<file path="src/rtl/retire_trace_buffer.sv">
// retire_trace_buffer: FIFO of retired-instruction records with sticky overflow/halt/drained status.
// Define RETIRE_TRACE_CNT_EN to include the 32-bit retire and drop statistics counters.
module retire_trace_buffer #(
  parameter int DEPTH = 8
) (
  input  logic                   i_clk,
  input  logic                   i_rst,
  input  logic                   i_retire_valid,
  input  logic [31:0]            i_retire_pc,
  input  logic [31:0]            i_retire_inst,
  input  logic [31:0]            i_retire_rd_wdata,
  input  logic [4:0]             i_retire_rd_waddr,
  input  logic                   i_retire_trap,
  input  logic                   i_retire_halt,
  output logic                   o_trace_valid,
  input  logic                   i_trace_ready,
  output logic [31:0]            o_trace_pc,
  output logic [31:0]            o_trace_inst,
  output logic [31:0]            o_trace_rd_wdata,
  output logic [4:0]             o_trace_rd_waddr,
  output logic                   o_trace_trap,
  output logic                   o_trace_halt,
  output logic [$clog2(DEPTH):0] o_level,
  output logic                   o_overflow,
  output logic                   o_halted,
  output logic                   o_drained,
  output logic [31:0]            o_retire_cnt,
  output logic [31:0]            o_drop_cnt
);
  localparam int AW = $clog2(DEPTH);
  localparam logic [AW:0] L_FULL = (AW+1)'(DEPTH);
  logic [102:0]  r_mem [DEPTH];
  logic [102:0]  w_wr;
  logic [AW-1:0] r_wp, r_rp;
  logic [AW:0]   r_level;
  logic          r_overflow, r_halted, w_push, w_pop, w_drop;
  assign w_pop  = (r_level != '0) && i_trace_ready;
  assign w_push = i_retire_valid && !r_halted && (r_level < L_FULL || w_pop);
  // once halted, later retires vanish silently rather than counting as drops
  assign w_drop = i_retire_valid && !r_halted && !w_push;
  assign w_wr   = {i_retire_pc, i_retire_inst, i_retire_rd_wdata, i_retire_rd_waddr, i_retire_trap, i_retire_halt};
  assign {o_trace_pc, o_trace_inst, o_trace_rd_wdata, o_trace_rd_waddr, o_trace_trap, o_trace_halt} = r_mem[r_rp];
  assign o_trace_valid = r_level != '0;
  assign o_level       = r_level;
  assign o_overflow    = r_overflow;
  assign o_halted      = r_halted;
  assign o_drained     = r_halted && (r_level == '0);
  always_ff @(posedge i_clk)
    if (w_push && !i_rst) r_mem[r_wp] <= w_wr;
  always_ff @(posedge i_clk or posedge i_rst)
    if (i_rst) begin
      r_wp       <= '0;
      r_rp       <= '0;
      r_level    <= '0;
      r_overflow <= 1'b0;
      r_halted   <= 1'b0;
    end else begin
      if (w_push) r_wp <= r_wp + 1'b1;
      if (w_pop) r_rp <= r_rp + 1'b1;
      r_level <= r_level + (AW+1)'(w_push) - (AW+1)'(w_pop);
      if (w_drop) r_overflow <= 1'b1;
      if (w_push && i_retire_halt) r_halted <= 1'b1;
    end
`ifdef RETIRE_TRACE_CNT_EN
  logic [31:0] r_retire_cnt, r_drop_cnt;
  always_ff @(posedge i_clk or posedge i_rst)
    if (i_rst) begin
      r_retire_cnt <= '0;
      r_drop_cnt   <= '0;
    end else begin
      if (w_push) r_retire_cnt <= r_retire_cnt + 32'd1;
      if (w_drop) r_drop_cnt <= r_drop_cnt + 32'd1;
    end
  assign o_retire_cnt = r_retire_cnt;
  assign o_drop_cnt   = r_drop_cnt;
`else
  assign o_retire_cnt = 32'd0;
  assign o_drop_cnt   = 32'd0;
`endif
endmodule

</file>
<file path="config.mk">
export PLATFORM = sky130hd
export DESIGN_NAME = retire_trace_buffer
export DESIGN_NICKNAME = d
export VERILOG_FILES = /design/src/rtl/retire_trace_buffer.sv
export SDC_FILE = /design/constraint.sdc
export NUM_CORES = 1
export LEC_CHECK = 0
export BUFFER_PORTS_ARGS = -buffer_cell sky130_fd_sc_hd__buf_2
export CORE_AREA = 2 2 332 334
export DETAILED_ROUTE_END_ITERATION = 12
export DIE_AREA = 0 0 334 336
export PLACE_DENSITY = 0.57
export SKIP_CTS_REPAIR_TIMING = 1
export SLEW_MARGIN = 5
export SYNTH_ARGS = -nofsm -noshare
export SYNTH_HDL_FRONTEND = slang
export SYNTH_SLANG_ARGS = --single-unit
</file>
<file path="constraint.sdc">
create_clock -name i_clk -period 16.6 [get_ports i_clk]
set_input_delay 3.32 -clock i_clk [delete_from_list [all_inputs] [get_ports i_clk]]
set_output_delay 3.32 -clock i_clk [all_outputs]
set_load 0.01 [all_outputs]
</file>
# == After elaboration in Yosys (flattened, before gate mapping) ==
# Memories as Yosys holds them, arrays and structs flattened.
# Index checks and enable logic that the tools add are counted.
# totals
register_bits,12
ramBits,824
output_inout_bits,175
wordCells,26
in_bits,107
memories,1
# memory_table
name,depth,word_bits,read_ports,rd_clocked_by_memory_dff,write_ports,line,source
r_mem,8,103,1,0,1,32,logic [102:0] r_mem [DEPTH];
# op_classes
n_reduce_logical,13
magnitude_cmp,1
add_sub_neg,4
muxes,2
# op_table
cell,n
$logic_and A1 B1 Y1,7
$add A3 B1 Y3 const B,2
$add A4 B1 Y4,1
$logic_not A4 Y1,1
$lt A4 B4 Y1 const B,1
$reduce_bool A4 Y1,1
$sub A4 B1 Y4,1
$logic_not A1 Y1,3
$mux W1,2
$logic_or A1 B1 Y1,1

# == Depth between registers and ports, before layout ==
# logic_depth
ltp_word,7
depth_mapped,10
depth_no_buf,9

# == Worst setup path after synthesis ==
# Ideal clock, no wire load.
# synth_timing
path_type,input-to-reg
from,in i_retire_valid
to,"mem r_mem[0][0], enable pin"
t_arrival_ns,13.595
required_ns,15.783
setup_ns,0.817
n_path_buf,1
stages,4
setup_slack_ns,2.188
cell_sequence,nor2b_1 clkbuf_1 nand4b_1 nor4_1
# synth_via
elab_chain_cells,5
# synth_lines
element,line,source
"start, declared",8,"input logic i_retire_valid,"
$logic_and A1 B1 Y1 (2 in series),38,assign w_push = i_retire_valid && !r_halted && (r_level < L_FULL || w_pop);
$logic_and A1 B1 Y1,49,if (w_push && !i_rst) r_mem[r_wp] <= w_wr;
$mux W1,49,
$mux W1 (not written as such),49,
"end, declared",32,
# No other way between the ends.

# == Final worst setup path ==
# layout_timing
from,reg r_rp[1]
to,out o_trace_rd_wdata[16]
# layout_via
elab_chain_cells,1
# layout_lines
element,line,source
"start, declared",34,"logic [AW-1:0] r_wp, r_rp;"
"start signal, assigned",59,if (w_pop) r_rp <= r_rp + 1'b1;
$mem_v2 Z8 W103,n/a,
"end, declared",19,"output logic [31:0] o_trace_rd_wdata,"
# No other way between the ends.

==> impl_metrics.ini <==
[synth]
synthCells = 1322
syn_area_per_cell_um2 = 24.6
synth-seq-cells = 836
ys_seq_area_share_pct = 77.2
syn_area_mm2 = 0.0325
synth_edf_count = 824
synth_most_common_cell = edfxtp_1
yosys_warnings = 0
yosys.area.top_type = edfxtp_1
synth.top_cell.area_share_pct = 76.2
synth.distinct_cells = 38
synthArstFlopShare_pct = 1.44
ys_top_cells_by_area = edfxtp_1, mux4_2, mux2_4, buf_4, mux2_2
synth_common_cells = edfxtp_1, mux4_2, mux2_4
synth_flop_cell = edfxtp_1

[detailed_routing]
drc = 0
drtIter0Drc = 1138
dr_wl_met3_um = 3780
routed_wl_um = 67400
highest_layer = met5
drt-met1-wl_um = 29500
drt-pass1-iter-count = 5
wl_met2_um = 32600
ant_nets = 0
vias_per_cell = 4.56
num_vias = 14000
wire_per_inst_um = 21.9

[critical_path]
max_stage_delay_ns = 1.02
criticalPathCategory = flip-flop to primary output
cp.required_ns = 13.28
start_kind = flip-flop
cp_max_fo = 48
cp-end-kind = primary output
cp.arrival_ns = 4.44
cp_slowest_cell = dfrtp_4
cp_common_cell = buf_4
cp_cell_sequence = buf_4 > buf_4 > mux4_2 > mux2_4 > buf_2

[placed_design]
place.gp.congestion = 0.659
post-place-ws_ns = 9.34
dpl.hpwl_um = 38000
io_buffers = 217

[die]
initial_core_util_pct = 29.9
rows = 121
die_h_um = 336
core_mm2 = 0.108
pin_count = 282
dieArea_mm2 = 0.112
die_w_um = 334

[grt]
overflow = 0
grt_pass1_vias = 14900
grt_usage_pct = 11.9
grt_max_degree = 67
grt_pass1_wl_um = 98400
antenna_found_initial = 10

[cts]
cts.path.max_buffers = 3
cts.reportedPaths.clkPinSlew_ns = 0.06
cts-root-buf = clkbuf_16
cts_num_sinks = 836
ctsHtreeMaxLevel = 3
cts_buffers = 89
cts_tree = built
insertion_delay_ns = 0.64

[timing]
max_freq_mhz = 129
worst_pin_slew_ns = 1.05
rsz0062_at_grt = false
finalCriticalPeriod_ns = 7.76
hold_ws_ns = 0.479
slew_headroom_pct = 30.3
tns_ns = 0
clock-skew-final_ns = 0.0130
finalWorstSetupSlack_ns = 8.84
final_max_slew_viol_count = 0
report.final.hold_viol_count = 0
setup_viol = 0
fin_crit_sh_pct = 46.7

[power_and_ir_drop]
p_clk_share_pct = 31.1
p_int_w = 0.00433
powerDensity_mw_per_mm2 = 159
p_comb_share_pct = 27.4
switching_share_pct = 27.6
switchingPower_w = 0.00165
seq_power_share_pct = 41.5
max-vdd-ir-drop_uv = 117
leakage_nw = 12.3

[finish]
final_layout_size_suffix_gt1_share_pct = 41.4
final_nets = 1716
area_delta_synth_final_pct = 15.9

[flow_run]
cap_violations = 0

[worst_hold_path]
min_path_type = flip-flop to flip-flop

[outcome]
outcome = finished clean
[cell type report]
cell class	instances	area (µm²)
Clock inverter	41	380
Clock buffer	111	2330
Inverter	6	22.5
Antenna cell	3	7.51
Timing Repair Buffer	250	1330
Sequential cell	836	25100
Multi-Input combinational cell	419	6730
Fill cell	10000	70800
Tap cell	1414	1770
[cells in the final DEF (no fill, tap or decap), types with 2 or more instances in the layout]
master        n
a21oi_1       2
a31oi_1       2
buf_2       217
buf_4        33
bufinv_16     5
clkbuf_1     21
clkbuf_16    90
clkinv_1     16
clkinv_2      9
clkinvlp_4    3
conb_1       64
dfrtp_1       9
dfrtp_4       3
diode_2       3
edfxtp_1    824
ha_1          6
inv_1         6
inv_16        2
inv_6         3
mux2_2       30
mux2_4       74
mux4_2      206
nand2_1       2
nand3_1       3
nand4_1       2
nor2_4        6
nor4_2        2
xnor2_1       2
xor2_1        3
[registers in the layout, indices dropped and copies added, names as in the netlist]
name / cells
o_halted: 1
r_rp: 3
r_wp: 3
o_level: 4
o_overflow: 1
r_mem: 824
[routing by layer]
metal	vias up	GRT usage (%)
met5	-	0
met4	12	3.73
met3	106	3.02
met2	343	19.6
met1	7541	15.6
li1	6031	-
[final timing paths]
path                            startpoint              endpoint  slack (ns)  depth (start not counted)
worst min register to register  o_overflow            o_overflow        0.48                          1
worst max register to register    o_halted          r_mem[2][59]       13.20                          5
worst min-delay path            o_overflow            o_overflow        0.48                          1
max in group asynchronous            i_rst               r_rp[1]       13.48                          2
min in group asynchronous            i_rst               r_wp[2]        2.74                          2
worst max-delay path               r_rp[1]  o_trace_rd_wdata[16]        8.84                          5
[logic make-up after synthesis]
family          Yosys count  share of synthesized area (%)
compound gates            7                          0.150
xor+xnor                  5                          0.135
fa+ha+maj                 7                          0.293
buf+inv                 130                           3.02
flops                   836                           77.2
mux                     312                           18.8
other cells               1                         0.0116
simple gates             24                          0.413
[per-stage QoR]
stage | cells | utilization (%) | total power, W | instance area [µm²]
2_1_floorplan | 1385 | - | 0.00376 | 32700
3_3_place_gp | 2925 | 32.2 | 0.00420 | 34900
3_5_place_dp | 2925 | 32.2 | 0.00421 | 34900
4_1_cts | 3077 | 34.7 | 0.00610 | 37600
5_1_grt | 3077 | 34.7 | 0.00626 | 37600
6_report | 3080 | 34.7 | 0.00598 | 37600
[worst max-delay path: cells and delay by family, from the launching register on]
family	cells	cell delay [ns]
DFF	1	1.02
muxes	2	0.89
buffers and inverters	3	1.73
[power by group through the flow]
stage | logic, W | clock network, W | registers [W]
2_1_floorplan | 0.00131 | 0 | 0.00244
3_3_place_gp | 0.00167 | 0 | 0.00253
3_5_place_dp | 0.00169 | 0 | 0.00253
4_1_cts | 0.00169 | 0.00192 | 0.00248
5_1_grt | 0.00177 | 0.00200 | 0.00249
6_report | 0.00164 | 0.00186 | 0.00248
Power figures use the tool's default switching activity.
